`src/rtl/alu_reg_file_pkg.sv`:
```
// Shared types and sizing constants for the ALU operand register file.
// Importers: alu_reg_file, alu_reg_file_ov_flag_reg.
package alu_reg_file_pkg;

    localparam int unsigned REG_NUM    = 8;
    localparam int unsigned REG_ADDR_W = 3;

    typedef logic [7:0]            data_t;
    typedef logic [REG_ADDR_W-1:0] reg_addr_t;

endpackage

```
`src/rtl/alu_reg_file_ov_flag_reg.sv`:
```
// Carry/shift-out flag register feeding the ALU carry-in; hold > clear > write priority.
// Optional combinational forwarding of the incoming flag when ALU_REG_FILE_BYPASS_EN is defined.
module alu_reg_file_ov_flag_reg (
    input  logic clk,
    input  logic rst_n,
    input  logic hold,
    input  logic clr,
    input  logic we,
    input  logic d,
    output logic q
);

    logic flag_q;
    logic flag_d;

    always_comb begin
        flag_d = flag_q;
        if (hold) begin
            flag_d = flag_q;
        end else if (clr) begin
            flag_d = 1'b0;
        end else if (we) begin
            flag_d = d;
        end
    end

    always_ff @(posedge clk or negedge rst_n) begin
        if (!rst_n) begin
            flag_q <= 1'b0;
        end else begin
            flag_q <= flag_d;
        end
    end

`ifdef ALU_REG_FILE_BYPASS_EN
    assign q = (we && !clr && !hold) ? d : flag_q;
`else
    assign q = flag_q;
`endif

endmodule

```
`src/rtl/alu_reg_file.sv`:
```
// Operand register file, carry flag and committed-write counter upstream of the ALU.
// Define ALU_REG_FILE_BYPASS_EN to forward same-cycle writes onto rs_o/rt_o and ov_o.
module alu_reg_file
    import alu_reg_file_pkg::*;
#(
    parameter int unsigned NUM_REGS = REG_NUM,
    parameter int unsigned ADDR_W   = $clog2(NUM_REGS),
    parameter int unsigned DATA_W   = $bits(data_t)
) (
    input  logic              clk,
    input  logic              rst_n,
    input  logic              hold_i,
    input  logic [ADDR_W-1:0] rs_addr_i,
    input  logic [ADDR_W-1:0] rt_addr_i,
    output logic [DATA_W-1:0] rs_o,
    output logic [DATA_W-1:0] rt_o,
    input  logic              wr_en_i,
    input  logic [ADDR_W-1:0] wr_addr_i,
    input  logic [DATA_W-1:0] wr_data_i,
    input  logic              ov_we_i,
    input  logic              ov_d_i,
    input  logic              ov_clr_i,
    output logic              ov_o,
    input  logic [ADDR_W-1:0] dbg_addr_i,
    output logic [DATA_W-1:0] dbg_data_o,
    output logic [15:0]       wr_count_o
);

    logic [DATA_W-1:0] regs_q [NUM_REGS];
    logic [15:0]       wr_count_q;
    logic              wr_commit;

    assign wr_commit = wr_en_i && !hold_i;

    always_ff @(posedge clk or negedge rst_n) begin
        if (!rst_n) begin
            for (int i = 0; i < NUM_REGS; i++) begin
                regs_q[i] <= '0;
            end
        end else if (wr_commit) begin
            regs_q[wr_addr_i] <= wr_data_i;
        end
    end

    // Free-running wrap at 16'hFFFF is intended.
    always_ff @(posedge clk or negedge rst_n) begin
        if (!rst_n) begin
            wr_count_q <= '0;
        end else if (wr_commit) begin
            wr_count_q <= wr_count_q + 16'd1;
        end
    end

    assign wr_count_o = wr_count_q;
    assign dbg_data_o = regs_q[dbg_addr_i];

`ifdef ALU_REG_FILE_BYPASS_EN
    assign rs_o = (wr_commit && (rs_addr_i == wr_addr_i)) ? wr_data_i : regs_q[rs_addr_i];
    assign rt_o = (wr_commit && (rt_addr_i == wr_addr_i)) ? wr_data_i : regs_q[rt_addr_i];
`else
    assign rs_o = regs_q[rs_addr_i];
    assign rt_o = regs_q[rt_addr_i];
`endif

    alu_reg_file_ov_flag_reg u_ov_flag (
        .clk   (clk),
        .rst_n (rst_n),
        .hold  (hold_i),
        .clr   (ov_clr_i),
        .we    (ov_we_i),
        .d     (ov_d_i),
        .q     (ov_o)
    );

endmodule

```
`config.mk`:
```
export PLATFORM = sky130hd
export DESIGN_NAME = alu_reg_file
export DESIGN_NICKNAME = d
export VERILOG_FILES = /design/src/rtl/alu_reg_file_pkg.sv /design/src/rtl/alu_reg_file_ov_flag_reg.sv /design/src/rtl/alu_reg_file.sv
export SDC_FILE = /design/constraint.sdc
export NUM_CORES = 1
export LEC_CHECK = 0
export CORE_UTILIZATION = 55
export CTS_CLUSTER_SIZE = 16
export DETAILED_ROUTE_END_ITERATION = 16
export GPL_ROUTABILITY_DRIVEN = 0
export GPL_TIMING_DRIVEN = 0
export PLACE_DENSITY = 0.86
export SLEW_MARGIN = 0
export SYNTH_ARGS = -nofsm -noshare
export SYNTH_HDL_FRONTEND = slang
export SYNTH_SLANG_ARGS = --single-unit
```
`constraint.sdc`:
```
create_clock -name clk -period 1.6 [get_ports clk]
set_input_delay 0.16 -clock clk [delete_from_list [all_inputs] [get_ports clk]]
set_output_delay 0.16 -clock clk [all_outputs]
set_load 0.02 [all_outputs]
```
==> results_dict.tcl, run 1 <==
set metrics [dict create \
    status "finished with violations" \
    violations "setup timing" \
    r2r-start "wr_count_o[2]$_DFFE_PN0P_" \
    cts_tree "built" \
    grtUsageMet3_pct 4.82 \
    grt_use_met1_pct 36.0 \
    wire_per_inst_um 23.4 \
    numCtsBuffers 9 \
    worst_slack_ns -0.303 \
    wl_um 11500 \
    firstDrtPassIters 4 \
    io_pins 68 \
    hpwl_um 7310 \
    gr-total-overflow 0 \
    cts_htree_levels 3 \
    crit_fanout 4 \
    vias 3121 \
    startpoint "regs_q[17]$_DFFE_PN0P_" \
    cts_max_path_buffers 2 \
    cts.sinks 81 \
    dieArea_um2 9190 \
    drv_cap 0 \
    ys_ff_latch 81 \
    diodes 0 \
    hp-class "primary input to register" \
    power_density_nw_per_um2 1240 \
    antenna_found_initial 0 \
    met2_usage_pct 45.1 \
    crit_path_cell_trace "mux4_1 -> mux2_2 -> buf_2" \
    dieHeight_um 95.9 \
    grt_start_max_net_pins 56 \
    synth_area_per_cell_um2 16.4 \
    finalHoldViolations 0 \
    finalSetupViolations 24 \
    start_util_pct 57.8 \
    mostFrequentLayoutCell "dfrtp_1" \
    synth_cell_type_count 31 \
    root_buffer "clkbuf_8" \
    drive_gt1_share_pct 54.7 \
    grt_use_total_pct 27.2 \
    seq_area_frac_synth_pct 41.8 \
    grt_pass1_wl_um 17600 \
    nFillCells 585 \
    cpMaxStageDelayCell "mux4_1" \
    syn_area_um2 4840 \
    nets 410 \
    syn_to_final_growth_pct 21.5 \
    tightestPinTransition_ns 0.828 \
    die_w_um 95.9 \
    min_period_over_period_pct 119 \
    relSlewSlack_pct 44.8 \
    io_buffers 58 \
    finClkSkew_ns 0.00513 \
    syn_inst 295 \
    row_count 33 \
    worstPathArrival_ns 1.74 \
    core_area_um2 8380 \
    crit_path_end_kind "output port" \
    worstSetupPathType "register to output port" \
    finalMaxSlewViolations 0 \
    grt_pass1_vias 3232 \
    rsz0062_at_grt "yes" \
    busiest_layer "met2" \
    yosysWarnings 0 \
    dp_slack_ns -0.669 \
    first_iter_violations 181 \
    drc 0 \
    worstSetupStartpointType "register" \
    finalCriticalPeriod_ns 1.90 \
    fmax_mhz 525 \
    vdd_drop_max_mv 0.895 \
    leakagePower_nw 2.55 \
    clk_pin_slew_worst_paths_ns 0.08 \
    setup_tns_ns -5.59 \
    synth_nets 323 \
    viasPerCell 6.36 \
    cpPeakStageDelay_ns 0.51 \
    worst_ep_required_time_ns 1.44 \
    postRouteAntennaNets 0 \
    insertion_delay_ns 0.35 \
    hp-start "hold_i" \
    final_cell_mix "dfrtp_1 (81), mux2_2 (74), mux4_2 (44)" \
]
[sequential cells by signal, summed over array words and instances (netlist names)]
register	flops
regs_q	64
wr_count_o	16
u_ov_flag.q	1
[final cells by class]
class | count | area (um^2) | share of cell area [%]
clock buffer | 13 | 169 | 2.87
timing repair buffer | 76 | 753 | 12.8
buffer | 17 | 159 | 2.70
tap | 105 | 131 | 2.23
clock inverter | 2 | 60.1 | 1.02
sequential | 81 | 2030 | 34.4
multi-input combinational | 195 | 2580 | 43.8
inverter | 2 | 7.51 | 0.128
[kinds of logic after synthesis]
group	synth area share, %
AND/OR/NAND/NOR	5.48
XOR/XNOR	2.71
AO/OA/AOI/OAI	0.206
adder cells (fa/ha/maj)	0.258
multiplexers	46.2
flip-flops	41.8
buffers and inverters	3.33
[critical path, delay by kind of cell, from the launching register on]
kind	cells	cell delay (ns)
flip-flops	1	0.42
buffers and inverters	1	0.17
multiplexers	2	0.81
[routing by layer]
layer / share of wire [%] / vias to the layer above
li1: - / 1329
met1: 39 / 1634
met2: 52 / 149
met3: 7.5 / 9
met4: 0.73 / 0
met5: 0 / -
[where the power goes]
part           internal, W  switching [W]
clock network      0.00100       0.000703
registers          0.00250       0.000457
logic              0.00163        0.00104
[per-stage QoR]
stage	std cells	utilization [%]	power [W]	hold WS (ns)	area, um^2
2_1_floorplan	295	-	0.00440	-0.136	4840
3_3_place_gp	458	66.3	0.00523	0.465	5560
3_5_place_dp	459	66.6	0.00537	0.106	5580
4_1_cts	487	69.7	0.00726	0.264	5840
5_1_grt	491	70.2	0.00765	0.131	5890
6_report	491	70.2	0.00733	0.127	5890
[cells in the mapped netlist]
master	count	area (um^2)
a21oi_1	1	5.00
and2_1	4	25.0
and2b_4	1	10.0
and4_1	2	17.5
and4b_1	1	10.0
buf_1	3	11.3
buf_12	3	60.1
buf_2	3	15.0
buf_6	5	56.3
clkbuf_1	3	11.3
dfrtp_1	81	2030
ha_1	1	12.5
inv_1	2	7.51
mux2_1	3	33.8
mux2_2	86	968
mux4_1	41	1080
mux4_2	7	158
nand2_1	9	33.8
nand2_2	1	6.26
nand2_4	1	11.3
nand3_1	4	20.0
nand3b_2	2	22.5
nand4_1	5	31.3
nor2_1	5	18.8
nor2_2	1	6.26
nor2b_1	1	6.26
nor2b_2	1	8.76
nor3b_4	2	37.5
o21ai_0	1	5.00
xnor2_1	13	114
xor2_1	2	17.5
[worst paths after layout]
check | end | slack [ns] | depth (start not counted)
min | u_ov_flag.q$_DFFE_PN0P_ | 0.13 | 3
min reg2reg | wr_count_o[15]$_DFFE_PN0P_ | 0.49 | 1
max in group asynchronous | regs_q[46]$_DFFE_PN0P_ | 0.76 | 3
max | rs_o[1] | -0.30 | 3
max reg2reg | wr_count_o[13]$_DFFE_PN0P_ | 0.26 | 4
min in group asynchronous | regs_q[56]$_DFFE_PN0P_ | 0.27 | 2
[what timing repair did]
| item | 4_1_cts | 5_1_grt |
|---|---|---|
| pin swaps | 2 | 0 |
| gates resized for setup | 176 | 22 |
| setup endpoints to repair | 51 | 44 |
| setup buffers | 12 | 4 |
| hold buffers | 1 | 0 |
| endpoints found under the hold margin | 26 | 0 |
No activity file was read; power rests on OpenSTA's default activity.
==> inputs of run 2 (changes only) <==
--- a/config.mk
+++ b/config.mk
@@ -11,6 +11,7 @@
 export GPL_ROUTABILITY_DRIVEN = 0
 export GPL_TIMING_DRIVEN = 0
 export PLACE_DENSITY = 0.86
+export SKIP_LAST_GASP = 1
 export SLEW_MARGIN = 0
 export SYNTH_ARGS = -nofsm -noshare
 export SYNTH_HDL_FRONTEND = slang
==> run 2 against run 1 <==
  * The flow still finishes with violations (setup timing)
  * Final cell count is the same
  * Combinational power is essentially flat
  * Routed wire length shrank 1.0%
  * Clock power is essentially flat
  * Critical endpoint is now rs_o[6]
==> results_dict.tcl, run 2 (same netlist as run 1, synthesis figures left out) <==
set metrics [dict create \
    finClkSkew_ns 0.00583 \
    r2r_cells 4 \
    setup_tns_ns -5.46 \
    hp-class "primary input to register" \
    firstDrtPassIters 4 \
    crit_fanout 3 \
    final_cell_mix "dfrtp_1 (81), mux2_2 (74), mux4_2 (43)" \
    grt_pass1_wl_um 17600 \
    worstSetupPathType "register to output port" \
    worstSetupStartpointType "register" \
    worst_slack_ns -0.289 \
    insertion_delay_ns 0.35 \
    dieArea_um2 9190 \
    finalCriticalPeriod_ns 1.89 \
    grt_start_max_net_pins 56 \
    die_w_um 95.9 \
    worstPathArrival_ns 1.73 \
    antenna_found_initial 0 \
    worst_ep_required_time_ns 1.44 \
    vdd_drop_max_mv 0.895 \
    io_buffers 58 \
    holdPathStages 3 \
    drive_gt1_share_pct 54.4 \
    diodes 0 \
    wire_per_inst_um 23.1 \
    status "finished with violations" \
    power_density_nw_per_um2 1240 \
    viasPerCell 6.25 \
    postRouteAntennaNets 0 \
    gr-total-overflow 0 \
    min_period_over_period_pct 118 \
    core_area_um2 8380 \
    drc 0 \
    row_count 33 \
    mostFrequentLayoutCell "dfrtp_1" \
    numCtsBuffers 9 \
    grt_use_total_pct 27.2 \
    io_pins 68 \
    top_register "regs_q" \
    syn_to_final_growth_pct 21.5 \
    vias 3068 \
    nets 410 \
    cts.sinks 81 \
    finalMaxSlewViolations 0 \
    grt_pass1_vias 3232 \
    fmax_mhz 529 \
    first_iter_violations 234 \
    cts_tree "built" \
    finalSetupViolations 24 \
    tightestPinTransition_ns 0.838 \
    finalHoldViolations 0 \
    cts_htree_levels 3 \
    root_buffer "clkbuf_8" \
    cts_max_path_buffers 2 \
    dieHeight_um 95.9 \
    drv_cap 0 \
    violations "setup timing" \
    leakagePower_nw 2.55 \
    nFillCells 585 \
    start_util_pct 57.8 \
    clk_pin_slew_worst_paths_ns 0.08 \
    hpwl_um 7310 \
    rsz0062_at_grt "yes" \
    whs_ns 0.133 \
    largest_reg_flops 64 \
    relSlewSlack_pct 44.2 \
    crit_path_end_kind "output port" \
    wl_um 11300 \
]
## run 2: repair_timing
action / CTS / global route
resized for setup: 176 / 20
buffers inserted: 12 / 4
pin swaps: 2 / 0
hold buffers: 1 / 0
hold endpoints to repair: 26 / 0
setup endpoints to repair: 51 / 44
## run 2: power breakdown
part / internal, W / switching, W
Clock: 0.00100 / 0.000698
Sequential: 0.00250 / 0.000451
Combinational: 0.00163 / 0.00103
## run 2: final timing paths
kind,start,end,slack [ns]
setup / recovery,regs_q[54]$_DFFE_PN0P_,rs_o[6],-0.29
hold / removal,hold_i,u_ov_flag.q$_DFFE_PN0P_,0.13
setup reg to reg,wr_count_o[2]$_DFFE_PN0P_,wr_count_o[13]$_DFFE_PN0P_,0.26
hold reg to reg,wr_count_o[15]$_DFFE_PN0P_,wr_count_o[15]$_DFFE_PN0P_,0.49
max in group asynchronous,rst_n,regs_q[46]$_DFFE_PN0P_,0.75
min in group asynchronous,rst_n,regs_q[58]$_DFFE_PN0P_,0.27
## run 2: cell type report
cell class	count	area, um^2	area share [%]
Clock inverter	2	60.1	1.02
Timing Repair Buffer	76	749	12.7
Clock buffer	13	169	2.87
Multi-Input combinational cell	195	2580	43.9
Inverter	2	7.51	0.128
Tap cell	105	131	2.23
Buffer	17	159	2.70
Sequential cell	81	2030	34.4
## run 2: routing by layer
metal	wire length, um	GRT usage [%]	vias to the layer above
li1	-	-	1327
met1	4430	36.0	1592
met2	5980	45.1	133
met3	766	4.82	16
met4	174	10.6	0
met5	0	0	-
## run 2: worst max-delay path: stages, from the launching register on
cell,delay (ns)
dfrtp_1,0.41
buf_6,0.13
mux4_2,0.44
mux2_4,0.28
buf_6,0.13
## run 2: per-stage QoR
step | setup WS [ns] | cells | util, % | instance area (um^2) | power, W
after floorplan | 0.183 | 295 | - | 4840 | 0.00440
after global placement | -2.35 | 458 | 66.3 | 5560 | 0.00523
after detailed placement | -0.669 | 459 | 66.6 | 5580 | 0.00537
after CTS | -0.308 | 487 | 69.7 | 5840 | 0.00726
after global routing | -0.347 | 491 | 70.2 | 5890 | 0.00765
final | -0.289 | 491 | 70.2 | 5890 | 0.00730
==> inputs of run 3 (changes only) <==
--- a/config.mk
+++ b/config.mk
@@ -11,6 +11,7 @@
 export GPL_ROUTABILITY_DRIVEN = 0
 export GPL_TIMING_DRIVEN = 0
 export PLACE_DENSITY = 0.86
+export RECOVER_POWER = 100
 export SKIP_LAST_GASP = 1
 export SLEW_MARGIN = 0
 export SYNTH_ARGS = -nofsm -noshare
==> run 3 against run 2 <==
  * Largest power group unchanged
  * Utilization decreased by 0.60 points
  * Clock skew about the same
  * Critical endpoint unchanged
  * Setup slack got worse by 0.00060 ns
  * The flow still finishes with violations (setup timing)
  * Routed wire length increased by 0.41%
  * Non-clock buffer count unchanged
==> results_dict.tcl, run 3 (same netlist as run 1, synthesis figures left out) <==
set metrics [dict create \
    dp_slack_ns -0.669 \
    min_period_over_period_pct 118 \
    final_util_pct 69.6 \
    crit_path_end_kind "output port" \
    cts_max_path_buffers 2 \
    cts_tree "built" \
    vias 3086 \
    io_buffers 58 \
    finalSetupViolations 88 \
    worst_ep_required_time_ns 1.44 \
    cts.sinks 81 \
    finalMaxSlewViolations 0 \
    largest_reg_flops 64 \
    tightestPinTransition_ns 0.825 \
    nFillCells 594 \
    worstSetupPathType "register to output port" \
    nets 410 \
    syn_to_final_growth_pct 20.5 \
    status "finished with violations" \
    diodes 0 \
    worstPathArrival_ns 1.73 \
    finalCriticalPeriod_ns 1.89 \
    final_cell_mix "dfrtp_1 (81), mux2_2 (74), mux4_2 (43)" \
    drc 0 \
    grt_start_max_net_pins 56 \
    gr-total-overflow 0 \
    io_pins 68 \
    antenna_found_initial 0 \
    numCtsBuffers 9 \
    cts_htree_levels 3 \
    start_util_pct 57.8 \
    grt_pass1_vias 3232 \
    dieHeight_um 95.9 \
    mostFrequentLayoutCell "dfrtp_1" \
    top_register "regs_q" \
    relSlewSlack_pct 45.0 \
    rsz0062_at_grt "yes" \
    worst_slack_ns -0.289 \
    grt_pass1_wl_um 17600 \
    clk_pin_slew_worst_paths_ns 0.08 \
    die_w_um 95.9 \
    viasPerCell 6.29 \
    hp-class "primary input to register" \
    firstDrtPassIters 4 \
    finalHoldViolations 0 \
    drive_gt1_share_pct 53.6 \
    leakagePower_nw 2.51 \
    wire_per_inst_um 23.2 \
    hpwl_um 7310 \
    grt_use_total_pct 27.2 \
    vdd_drop_max_mv 0.846 \
    insertion_delay_ns 0.35 \
    worstSetupStartpointType "register" \
    postRouteAntennaNets 0 \
    wl_um 11400 \
    violations "setup timing" \
    fmax_mhz 529 \
    core_area_um2 8380 \
    row_count 33 \
    crit_fanout 3 \
    first_iter_violations 216 \
    finClkSkew_ns 0.00537 \
    dieArea_um2 9190 \
    root_buffer "clkbuf_8" \
    power_density_nw_per_um2 1250 \
    drv_cap 0 \
]
## run 3: metrics by stage
stage / cells / setup TNS, ns / hold slack (ns) / instance area [um^2] / power, W
final: 491 / -14.44 / 0.114 / 5840 / 0.00728
after detailed placement: 459 / -39.30 / 0.106 / 5580 / 0.00537
after CTS: 487 / -5.96 / 0.264 / 5840 / 0.00726
after floorplan: 295 / 0 / -0.136 / 4840 / 0.00440
after global routing: 491 / -21.33 / 0.116 / 5840 / 0.00761
after global placement: 458 / -226.19 / 0.465 / 5560 / 0.00523
## run 3: critical path, cell delays in order (launching register included)
cell,delay (ns)
dfrtp_1,0.41
buf_6,0.13
mux4_2,0.44
mux2_4,0.28
buf_6,0.13
## run 3: final cells by class
| type | count | area (um^2) | area share (%) |
|---|---|---|---|
| well taps | 105 | 131 | 2.25 |
| plain buffers | 17 | 151 | 2.59 |
| flip-flops and latches | 81 | 2030 | 34.7 |
| clock inverters | 2 | 60.1 | 1.03 |
| repair buffers | 76 | 709 | 12.2 |
| inverters | 2 | 7.51 | 0.129 |
| multi-input cells | 195 | 2580 | 44.2 |
| clock buffers | 13 | 169 | 2.89 |
## run 3: timing repair
| item | CTS | global route |
|---|---|---|
| endpoints found under the hold margin | 26 | 0 |
| setup endpoints to repair | 51 | 44 |
| setup buffers | 12 | 4 |
| pin swaps | 2 | 0 |
| resized for setup | 176 | 20 |
| hold buffers | 1 | 0 |
## run 3: power breakdown
group | internal, W | switching (W)
sequential | 0.00250 | 0.000454
combinational | 0.00159 | 0.00103
clock | 0.00100 | 0.000705
total | 0.00509 | 0.00219
## run 3: layer usage
layer / vias up / part of all wire [%] / global-route usage, %
met5: - / 0 / 0
li1: 1326 / - / -
met3: 13 / 7.6 / 4.82
met1: 1599 / 39 / 36.0
met2: 148 / 53 / 45.1
met4: 0 / 0.95 / 10.6
## run 3: worst paths after layout
kind | start | endpoint | slack (ns) | depth (start not counted)
max in group asynchronous | rst_n | regs_q[46]$_DFFE_PN0P_ | 0.30 | 3
min | hold_i | u_ov_flag.q$_DFFE_PN0P_ | 0.11 | 3
min reg2reg | wr_count_o[15]$_DFFE_PN0P_ | wr_count_o[15]$_DFFE_PN0P_ | 0.49 | 1
max | regs_q[54]$_DFFE_PN0P_ | rs_o[6] | -0.29 | 4
min in group asynchronous | rst_n | regs_q[56]$_DFFE_PN0P_ | 0.38 | 2
max reg2reg | wr_count_o[2]$_DFFE_PN0P_ | wr_count_o[8]$_DFFE_PN0P_ | 0.25 | 4
